--- src/rtl/guess_judge.sv ---
// Number-guessing judge: draws a secret from a free-running LFSR, grades each submitted
// guess as too high / too low / correct / invalid and counts attempts up to a try limit.
module guess_judge #(
   parameter int unsigned MAX_VAL   = 99,
   parameter int unsigned MAX_TRIES = 7,
   parameter logic [7:0]  LFSR_SEED = 8'hA5
) (
   input  logic       clk,
   input  logic       rst,
   input  logic       enter,
   input  logic [7:0] datain,
   input  logic       new_game,
   output logic       too_high,
   output logic       too_low,
   output logic       correct,
   output logic       invalid,
   output logic       game_over,
   output logic [3:0] tries,
   output logic [7:0] secret
);

   localparam logic [7:0] MaxVal   = 8'(MAX_VAL);
   localparam logic [3:0] MaxTries = 4'(MAX_TRIES);

   typedef enum logic [1:0] {StDraw, StWait, StWin, StLose} state_t;

   state_t     state;
   logic [7:0] lfsr;
   logic [7:0] lfsr_nxt;
   logic [7:0] draw_v;
   logic       enter_q1;
   logic       enter_q2;
   logic       submit;
   logic [3:0] tries_inc;

   // x^8+x^6+x^5+x^4+1 is primitive, so a non-zero seed never reaches the all-zero state
   always_comb begin
      lfsr_nxt  = {lfsr[6:0], lfsr[7] ^ lfsr[5] ^ lfsr[4] ^ lfsr[3]};
      draw_v    = {1'b0, lfsr[6:0]};
      submit    = enter_q1 & ~enter_q2;
      tries_inc = tries + 4'd1;
   end

   always_ff @(posedge clk) begin
      if (rst) begin
         state     <= StDraw;
         lfsr      <= LFSR_SEED;
         enter_q1  <= 1'b0;
         enter_q2  <= 1'b0;
         too_high  <= 1'b0;
         too_low   <= 1'b0;
         correct   <= 1'b0;
         invalid   <= 1'b0;
         game_over <= 1'b0;
         tries     <= 4'd0;
         secret    <= 8'd0;
      end else begin
         lfsr     <= lfsr_nxt;
         enter_q1 <= enter;
         enter_q2 <= enter_q1;
         // new_game wins over any submit in the same cycle; outputs hold until the redraw
         if (new_game) begin
            state <= StDraw;
         end else begin
            case (state)
               StDraw: begin
                  // rejection sampling keeps the secret uniform over 1..MAX_VAL
                  if (draw_v != 8'd0 && draw_v <= MaxVal) begin
                     secret    <= draw_v;
                     tries     <= 4'd0;
                     too_high  <= 1'b0;
                     too_low   <= 1'b0;
                     correct   <= 1'b0;
                     invalid   <= 1'b0;
                     game_over <= 1'b0;
                     state     <= StWait;
                  end
               end
               StWait: begin
                  if (submit) begin
                     if (datain == 8'd0 || datain > MaxVal) begin
                        invalid  <= 1'b1;
                        too_high <= 1'b0;
                        too_low  <= 1'b0;
                     end else if (datain == secret) begin
                        correct  <= 1'b1;
                        invalid  <= 1'b0;
                        too_high <= 1'b0;
                        too_low  <= 1'b0;
                        tries    <= tries_inc;
                        state    <= StWin;
                     end else begin
                        too_high <= datain > secret;
                        too_low  <= datain < secret;
                        invalid  <= 1'b0;
                        tries    <= tries_inc;
                        if (tries_inc == MaxTries) begin
                           game_over <= 1'b1;
                           state     <= StLose;
                        end
                     end
                  end
               end
               StWin, StLose: ;
               default: state <= StDraw;
            endcase
         end
      end
   end

endmodule

--- config.mk ---
export PLATFORM = sky130hd
export DESIGN_NAME = guess_judge
export DESIGN_NICKNAME = d
export VERILOG_FILES = /design/src/rtl/guess_judge.sv
export SDC_FILE = /design/constraint.sdc
export NUM_CORES = 1
export LEC_CHECK = 0
export ABC_AREA = 1
export BUFFER_PORTS_ARGS = -buffer_cell sky130_fd_sc_hd__buf_4
export CORE_MARGIN = 5
export CORE_UTILIZATION = 41
export DETAILED_ROUTE_END_ITERATION = 8
export MAX_ROUTING_LAYER = met4
export SYNTH_ARGS = -nofsm -noshare
export SYNTH_HDL_FRONTEND = slang
export SYNTH_SLANG_ARGS = --single-unit
export TNS_END_PERCENT = 5
--- constraint.sdc ---
create_clock -name clk -period 1.4 [get_ports clk]
set_input_delay 0.07 -clock clk [delete_from_list [all_inputs] [get_ports clk]]
set_output_delay 0.07 -clock clk [all_outputs]
set_load 0.1 [all_outputs]
==> run summary, run 1 <==
================================================================================
Area overhead of the layout relative to synthesis .................        38.1%
Final clock skew ..................................................   0.00540 ns
Power per Cell Area ............................................... 1210 mW/mm^2
Via-to-Cell Ratio .................................................         4.57
FF+latch count, synth .............................................           28
Simple-gate area share of the yosys netlist .......................        27.0%
Number of port buffers ............................................           27
Top library cells by usage in the layout, fill and taps aside ..... sky130_fd_sc_hd__inv_1, sky130_fd_sc_hd__buf_4, sky130_fd_sc_hd__nand2_1
Clock sink count ..................................................           28
Crit path buffers/inverters .......................................            2
Xor/xnor cell area share of the yosys netlist .....................        2.35%
Syn avg cell area .................................................   7.18 sq um
Final-report max-slew violation count .............................            0
Seq/Total Area, Yosys .............................................        37.6%
Overflow left after global routing ................................            0
Initial core utilization ..........................................        41.4%
Share of the core filled with cells in the final layout ...........        57.2%
Sequential group share of total power .............................        37.4%
Power share of the combinational group ............................        36.7%
Maximum number of pins on one net before global-route repair ......           17
CP required .......................................................      1.58 ns
Count of distinct cell types in the synthesized netlist ...........           29
Synth Area in Adders ..............................................        7.54%
Run status ........................................................ finished, final reports clean
Height of the chip ................................................      70.3 um
Final critical-path share of the clock period .....................        99.4%
Fraction of layout instances using a drive strength above 1 .......        40.4%
Wire length of the first global-routing pass ......................      5.27 mm
Met2 Use GR .......................................................        21.7%
Switching power ...................................................       955 uW
Power Internal ....................................................      1540 uW
Critical path fanouts, max ........................................            3
FP Rows ...........................................................           22
Total Routing Usage GR ............................................        13.5%
Filler Cell Count .................................................          353
Worst Setup Start Kind ............................................     register
Nets in the synthesized netlist ...................................          229
Number of inserted diodes .........................................            0
Inserted Clock Buffers ............................................            3
Depth of the CTS H-tree ...........................................            1
Complex-gate fraction of the synthesized area .....................        11.4%
Number of instances in the synthesized netlist ....................          208
Most Crowded Layer GR .............................................         met2
Final-stage net count .............................................          267
Proportion of power drawn by the clock network ....................        26.0%
Class of the tightest hold or removal check .......................    in -> reg
Hold Fails Final Rpt ..............................................            0
Critical Path, Cell by Cell ....................................... inv_4, ha_4, nand2_4, nor2_4, nand2_2, nand2_2, inv_2, nand2_2, nand3_2, nand2_2, a21oi_2
Vias in the first global route ....................................         1199
Count of yosys warnings during synthesis ..........................            0
Clock-pin transition on the worst setup and hold timing paths .....      0.10 ns
Most numerous cell on the critical path ........................... sky130_fd_sc_hd__nand2_2
Total power consumption of the routed design ......................      2490 uW
Category of the critical setup timing path ........................   reg -> reg
Worst supply voltage drop on vdd ..................................     0.634 mV
Type of element capturing the critical path .......................     register
Final Wtd Congestion ..............................................        0.790
Dominant combinational cell family by area after synthesis ........ simple AND/OR/NAND/NOR gates
Area of the placeable core ........................................ 0.00361 sq mm
Buffer depth of the longest clock path ............................            2
Detailed Place HPWL ...............................................      2.47 mm
Width of the die ..................................................      70.3 um
Arrival time at the worst endpoint ................................      1.57 ns
Setup repair after global routing missed its margin ...............         true
Met1 demand-to-capacity share in global routing ...................        17.1%
Final setup fails .................................................            0
Slowest library cell on the worst path ............................ sky130_fd_sc_hd__dfxtp_4
Mapped Area ....................................................... 0.00149 sq mm
Global-route met3 utilization .....................................        2.45%
Drt first pass iters ..............................................            4
Cell family contributing the most delay on the critical path ...... simple AND/OR/NAND/NOR gates
Clock Latency Late Sink ...........................................      0.28 ns
Depth of the worst register-to-register path ......................           11
Switching share of total power ....................................        38.3%
Root Driver ....................................................... sky130_fd_sc_hd__clkbuf_8
Number of antenna violations at the first check in global routing .            0
Number of maximum-capacitance violations ..........................            0
Count of antenna-violating nets left after detailed routing .......            0
CP peak stage delay ...............................................      0.37 ns
Post-detailed-routing wire length .................................      3.35 mm
Wire per inst .....................................................      11.4 um
Final worst path period need ......................................      1.39 ns
Leakage power .....................................................  0.000995 uW
Hold depth ........................................................            2
Overall via count from detail_route ...............................         1339
Mux share of post-synthesis cell area .............................           0%
Number of top-level design ports ..................................           29
Crit. path cell count .............................................           11
Floorplan die area ................................................ 0.00495 sq mm
Initial drt markers ...............................................           40
Achievable clock frequency ........................................      718 MHz
Commonest non-fill, non-tap cell in the layout .................... sky130_fd_sc_hd__inv_1
CTS tree ..........................................................         done
Detailed-route DRC error count ....................................            0
================================================================================
layout make-up:
type                            count  area [sq um]  area share (%)
Multi-Input combinational cell    128           871            42.2
Sequential cell                    28           592            28.7
Timing Repair Buffer               37           280            13.6
Inverter                           48           188            9.10
Tap cell                           48          60.1            2.91
Clock buffer                        3          41.3            2.00
Clock inverter                      1          30.0            1.46
metrics by stage:
stage | setup slack [ns] | cell area (sq um) | hold slack (ns) | std cells | TNS, ns
5_1_grt | -0.0713 | 2060 | 0.0410 | 293 | -0.208
2_1_floorplan | -0.156 | 1570 | 0.177 | 208 | -0.654
3_5_place_dp | -0.0311 | 1840 | 0.281 | 284 | -0.0408
4_1_cts | 0.00941 | 1950 | 0.0421 | 289 | 0
3_3_place_gp | -0.0389 | 1840 | 0.269 | 284 | -0.0561
6_report | 0.00775 | 2060 | 0.0406 | 293 | 0
power by group through the flow:
stage	Clock, uW	Combinational [uW]	Sequential [uW]
final	648	914	931
after global routing	689	982	944
after CTS	662	832	931
after detailed placement	0	815	949
after global placement	0	814	947
after floorplan	0	310	1270
registers in the layout (all words and copies together) (netlist names):
register / count
too_high: 1
game_over: 1
invalid: 1
lfsr: 8
tries: 4
state: 2
secret: 7
enter_q2: 1
correct: 1
enter_q1: 1
too_low: 1
repair_timing:
item                       4_1_cts  5_1_grt
setup endpoints to repair        4       10
setup buffers                    0        4
hold buffers                     1        0
hold endpoints to repair         1        0
pin swaps                        5        8
resized for setup                5       19
cells in the mapped netlist:
| library cell | count | area [sq um] |
|---|---|---|
| sky130_fd_sc_hd__nand4_2 | 1 | 12.5 |
| sky130_fd_sc_hd__buf_4 | 1 | 7.51 |
| sky130_fd_sc_hd__a21oi_1 | 16 | 80.1 |
| sky130_fd_sc_hd__o21ai_2 | 1 | 8.76 |
| sky130_fd_sc_hd__inv_1 | 44 | 165 |
| sky130_fd_sc_hd__conb_1 | 1 | 3.75 |
| sky130_fd_sc_hd__nor3_1 | 1 | 5.00 |
| sky130_fd_sc_hd__or2_2 | 2 | 12.5 |
| sky130_fd_sc_hd__nor2_2 | 2 | 12.5 |
| sky130_fd_sc_hd__a21oi_2 | 3 | 26.3 |
| sky130_fd_sc_hd__inv_2 | 4 | 15.0 |
| sky130_fd_sc_hd__xnor2_1 | 1 | 8.76 |
| sky130_fd_sc_hd__nand3_1 | 6 | 30.0 |
| sky130_fd_sc_hd__buf_6 | 1 | 11.3 |
| sky130_fd_sc_hd__dfxtp_1 | 28 | 561 |
| sky130_fd_sc_hd__xor2_1 | 3 | 26.3 |
| sky130_fd_sc_hd__nor2_1 | 25 | 93.8 |
| sky130_fd_sc_hd__nand3_4 | 1 | 17.5 |
| sky130_fd_sc_hd__ha_1 | 9 | 113 |
| sky130_fd_sc_hd__clkbuf_2 | 1 | 5.00 |
| sky130_fd_sc_hd__nand3_2 | 3 | 30.0 |
| sky130_fd_sc_hd__clkbuf_1 | 1 | 3.75 |
| sky130_fd_sc_hd__nand2_2 | 4 | 25.0 |
| sky130_fd_sc_hd__nand2_4 | 1 | 11.3 |
| sky130_fd_sc_hd__o21ai_0 | 10 | 50.1 |
| sky130_fd_sc_hd__nand4_1 | 4 | 25.0 |
| sky130_fd_sc_hd__o21ai_1 | 1 | 5.00 |
| sky130_fd_sc_hd__nand3b_1 | 1 | 7.51 |
| sky130_fd_sc_hd__nand2_1 | 32 | 120 |
cells by family (layout without fill, tap and decap cells):
kind of cell             count (synthesis)  count (layout)
AO/OA/AOI/OAI                           31              31
XOR/XNOR                                 4               4
adder cells (fa/ha/maj)                  9               9
buffers and inverters                   52              89
flip-flops                              28              28
other                                    1               1
AND/OR/NAND/NOR                         83              83
worst paths after layout:
kind                           from               endpoint  slack, ns
max          secret[6]$_SDFFE_PP0P_  state[0]$_SDFFE_PP0P_      0.008
min                             rst    enter_q1$_SDFF_PP0_       0.04
max reg2reg  secret[6]$_SDFFE_PP0P_  state[0]$_SDFFE_PP0P_      0.008
min reg2reg     enter_q1$_SDFF_PP0_    enter_q2$_SDFF_PP0_       0.44
layer usage:
layer	vias to the layer above	routed length (um)
li1	714	-
met1	599	1520
met3	4	134
met4	0	43
met2	22	1650
met5	-	0
Note: power is estimated with default switching activity, not from simulation.
==> run 2, diff against run 1 <==
Settings changed: ABC_AREA 1 to 0, CORE_MARGIN 5 to 2, PLACE_DENSITY from default to 0.65, RECOVER_POWER from default to 25.
==> run 2 against run 1 <==
  * Non-clock buffer count rose by 30
  * Synthesized area fell by 8.9%
  * Synthesized cell count fell by 28%
  * Cell count fell by 12%
  * Largest cell class unchanged
  * Die area fell by 23%
  * Clock skew fell by 0.0036 ns
  * First-iteration DRC count rose by 40%
  * The flow now finishes with violations (negative setup slack)
  * Register-to-register slack got worse by 0.34 ns
==> run summary, run 2 <==
================================================================================
Synth Area in Adders ..............................................        8.28%   was 7.54%
Reg-to-reg slack, setup ...........................................     -0.33 ns   was 0.008 ns
Final-stage net count .............................................          236   was 267
Number of instances in the synthesized netlist ....................          149   was 208
FP Rows ...........................................................           20   was 22
Number of maximum-capacitance violations ..........................            0   unchanged
Worst slack, placed ...............................................    -0.291 ns   was -0.0311 ns
Mux share of post-synthesis cell area .............................        2.30%   was 0%
Mapped Area ....................................................... 0.00136 sq mm   was 0.00149 sq mm
Depth of the CTS H-tree ...........................................            1   unchanged
Largest register by flop count ....................................         lfsr   unchanged
Slowest library cell on the worst path ............................ sky130_fd_sc_hd__or4_4   was sky130_fd_sc_hd__dfxtp_4
Setup Buffers After CTS ...........................................            0   unchanged
Detailed-route DRC error count ....................................            0   unchanged
Final critical-path share of the clock period .....................         123%   was 99.4%
Clock-pin transition on the worst setup and hold timing paths .....      0.14 ns   was 0.10 ns
Final clock skew ..................................................   0.00179 ns   was 0.00540 ns
Clock Latency Late Sink ...........................................      0.32 ns   was 0.28 ns
Category of the critical setup timing path ........................   reg -> reg   unchanged
Final setup fails .................................................           18   was 0
Area taken by multi-input logic gates .............................    808 sq um   was 871 sq um
Count of flip-flops with a built-in enable after synthesis ........            0   unchanged
Number of antenna violations at the first check in global routing .            0   unchanged
Share of the core filled with cells in the final layout ...........        65.5%   was 57.2%
Clock sink count ..................................................           28   unchanged
Number of port buffers ............................................           27   unchanged
CTS tree ..........................................................         done   unchanged
Failing checks .................................................... negative setup slack
Final-report max-slew violation count .............................            0   unchanged
Area of the placeable core ........................................ 0.00310 sq mm   was 0.00361 sq mm
Class of the tightest hold or removal check .......................    in -> reg   unchanged
Via-to-Cell Ratio .................................................         5.02   was 4.57
Most used standard cells in the synthesized netlist ............... sky130_fd_sc_hd__dfxtp_1, sky130_fd_sc_hd__nor2_1, sky130_fd_sc_hd__inv_1, sky130_fd_sc_hd__ha_1, sky130_fd_sc_hd__a21oi_1   was sky130_fd_sc_hd__inv_1, sky130_fd_sc_hd__nand2_1, sky130_fd_sc_hd__dfxtp_1, sky130_fd_sc_hd__nor2_1, sky130_fd_sc_hd__a21oi_1
Largest registers in the final layout ............................. lfsr x8, secret x7, tries x4   unchanged
Area overhead of the layout relative to synthesis .................        49.4%   was 38.1%
Drt first pass iters ..............................................            4   unchanged
Worst Setup Start Kind ............................................     register   unchanged
Leakage power .....................................................  0.000882 uW   was 0.000995 uW
Hold Fails Final Rpt ..............................................            0   unchanged
CP required .......................................................      1.63 ns   was 1.58 ns
Wire length of the first global-routing pass ......................      5.46 mm   was 5.27 mm
Post-detailed-routing wire length .................................      3.36 mm   was 3.35 mm
Share of synthesized registers carrying an async set or reset .....           0%   unchanged
Overall via count from detail_route ...............................         1296   was 1339
Post-route cell area .............................................. 0.00203 sq mm   was 0.00206 sq mm
Detailed Place HPWL ...............................................      2.63 mm   was 2.47 mm
FF+latch count, synth .............................................           28   unchanged
Critical Path, Cell by Cell ....................................... or4_4, buf_4, o211ai_1, a211oi_2, buf_4, o21a_1   was inv_4, ha_4, nand2_4, nor2_4, nand2_2, nand2_2, inv_2, nand2_2, nand3_2, nand2_2, a21oi_2
Height of the chip ................................................      61.6 um   was 70.3 um
Nets in the synthesized netlist ...................................          170   was 229
Setup repair after global routing missed its margin ...............         true   unchanged
Total power consumption of the routed design ......................      1760 uW   was 2490 uW
Wire per inst .....................................................      13.0 um   was 11.4 um
Most frequent cell after synthesis ................................ sky130_fd_sc_hd__dfxtp_1   was sky130_fd_sc_hd__inv_1
Seq/Total Area, Yosys .............................................        41.2%   was 37.6%
Area post-placement ............................................... 0.00193 sq mm   was 0.00184 sq mm
Filler Cell Count .................................................          255   was 353
Count of yosys warnings during synthesis ..........................            0   unchanged
Initial core utilization ..........................................        43.8%   was 41.4%
Complex-gate fraction of the synthesized area .....................        19.5%   was 11.4%
Primary FF master, synth .......................................... sky130_fd_sc_hd__dfxtp_1   unchanged
Dominant combinational cell family by area after synthesis ........ simple AND/OR/NAND/NOR gates   unchanged
CP peak stage delay ...............................................      0.53 ns   was 0.37 ns
Number of top-level design ports ..................................           29   unchanged
Power per Cell Area ...............................................  866 mW/mm^2   was 1210 mW/mm^2
Area used by sequential logic in the layout .......................    591 sq um   was 592 sq um
Overflow left after global routing ................................            0   unchanged
Most numerous cell on the critical path ........................... sky130_fd_sc_hd__buf_4   was sky130_fd_sc_hd__nand2_2
Initial drt markers ...............................................           56   was 40
Crit path buffers/inverters .......................................            2   unchanged
Final worst path period need ......................................      1.73 ns   was 1.39 ns
Post-synth top area share .........................................        41.2%   was 37.6%
Count of distinct cell types in the synthesized netlist ...........           46   was 29
Simple-gate area share of the yosys netlist .......................        21.2%   was 27.0%
Maximum number of pins on one net before global-route repair ......           26   was 17
Syn avg cell area .................................................   9.13 sq um   was 7.18 sq um
Worst-margin pin slew .............................................     0.553 ns
Width of the die ..................................................      61.6 um   was 70.3 um
Total Routing Usage GR ............................................        19.9%   was 13.5%
Fraction of layout instances using a drive strength above 1 .......        46.3%   was 40.4%
Buffer depth of the longest clock path ............................            2   unchanged
Vias in the first global route ....................................         1264   was 1199
Worst slew margin relative to its limit ...........................        63.0%
Type of element capturing the critical path .......................     register   unchanged
Flip-flop count of the largest register after layout ..............            8   unchanged
Most area-hungry cell type in the Yosys netlist ................... sky130_fd_sc_hd__dfxtp_1   unchanged
Commonest non-fill, non-tap cell in the layout .................... sky130_fd_sc_hd__buf_4   was sky130_fd_sc_hd__inv_1
Run status ........................................................ finished, violations left   was finished, final reports clean
Setup slack of the critical path after layout .....................    -0.327 ns   was 0.00775 ns
Cell family contributing the most delay on the critical path ...... simple AND/OR/NAND/NOR gates   unchanged
Largest cells by area after synthesis ............................. sky130_fd_sc_hd__dfxtp_1, sky130_fd_sc_hd__ha_1, sky130_fd_sc_hd__nor2_1   was sky130_fd_sc_hd__dfxtp_1, sky130_fd_sc_hd__inv_1, sky130_fd_sc_hd__nand2_1
Inserted Clock Buffers ............................................            3   unchanged
Number of inserted diodes .........................................            0   unchanged
Root Driver ....................................................... sky130_fd_sc_hd__clkbuf_4   was sky130_fd_sc_hd__clkbuf_8
Top library cells by usage in the layout, fill and taps aside ..... sky130_fd_sc_hd__buf_4, sky130_fd_sc_hd__nor2_1, sky130_fd_sc_hd__dfxtp_1   was sky130_fd_sc_hd__inv_1, sky130_fd_sc_hd__buf_4, sky130_fd_sc_hd__nand2_1
Count of antenna-violating nets left after detailed routing .......            0   unchanged
Final Wtd Congestion ..............................................        0.857   was 0.790
Tightest hold margin ..............................................    0.0738 ns   was 0.0406 ns
Xor/xnor cell area share of the yosys netlist .....................        1.93%   was 2.35%
Achievable clock frequency ........................................      579 MHz   was 718 MHz
Floorplan die area ................................................ 0.00379 sq mm   was 0.00495 sq mm
Worst supply voltage drop on vdd ..................................     0.532 mV   was 0.634 mV
Arrival time at the worst endpoint ................................      1.96 ns   was 1.57 ns
Critical path fanouts, max ........................................            2   was 3
================================================================================
[run 2: layout make-up]
cell class / instances / share of cell area (%)
clock buffers: 4 / 1.79
inverters: 10 / 1.85
multi-input cells: 105 / 39.8
flip-flops and latches: 28 / 29.1
well taps: 44 / 2.71
repair buffers: 67 / 24.8
[run 2: cells by family (layout without fill, tap and decap cells)]
kind of cell               after synthesis  in the layout
DFF                                     28             28
xor gates and xnor gates                 3              3
adders and majority gates                9              9
other                                    1              1
AOI/OAI and AO/OA                       36             36
and+or+nand+nor                         53             53
muxes                                    3              3
buffers and inverters                   16             81
[run 2: worst min-delay path, cell delays in order]
cell and delay, ns:
sky130_fd_sc_hd__buf_4 0.11, sky130_fd_sc_hd__a2111oi_2 0.06, sky130_fd_sc_hd__o2bb2ai_1 0.12
[run 2: what timing repair did]
item | CTS | global route
pin swaps | 4 | 0
gates resized for setup | 6 | 7
setup endpoints to repair | 18 | 18
hold endpoints to repair | 2 | 0
hold buffers | 2 | 0
[run 2: final timing paths]
kind / to / depth (start not counted) / from
max reg2reg: invalid$_SDFFE_PP0P_ / 6 / lfsr[0]$_SDFF_PP1_
min reg2reg: too_high$_SDFFE_PP0P_ / 1 / too_high$_SDFFE_PP0P_
min: too_high$_SDFFE_PP0P_ / 3 / datain[7]
max: invalid$_SDFFE_PP0P_ / 6 / lfsr[0]$_SDFF_PP1_
[run 2: power by group]
part,leakage [uW],switching [uW],total (uW),internal (uW)
sequential,0.000236,24.3,861,837
combinational,0.000625,300,513,213
clock,0.0000210,227,386,159
[run 2: per-layer routing]
metal	routed length [um]	vias up	GRT usage, %	share of wire, %
met5	0	-	-	0
met4	18	0	4.56	0.54
met3	146	2	2.52	4.3
met2	1590	32	34.7	47
met1	1600	601	24.2	48
li1	-	661	-	-
[run 2: per-stage QoR]
step	TNS [ns]	instances
after floorplan	-4.46	149
after global placement	-3.91	252
after detailed placement	-4.40	252
after CTS	-4.04	258
after global routing	-5.34	258
final	-4.16	258
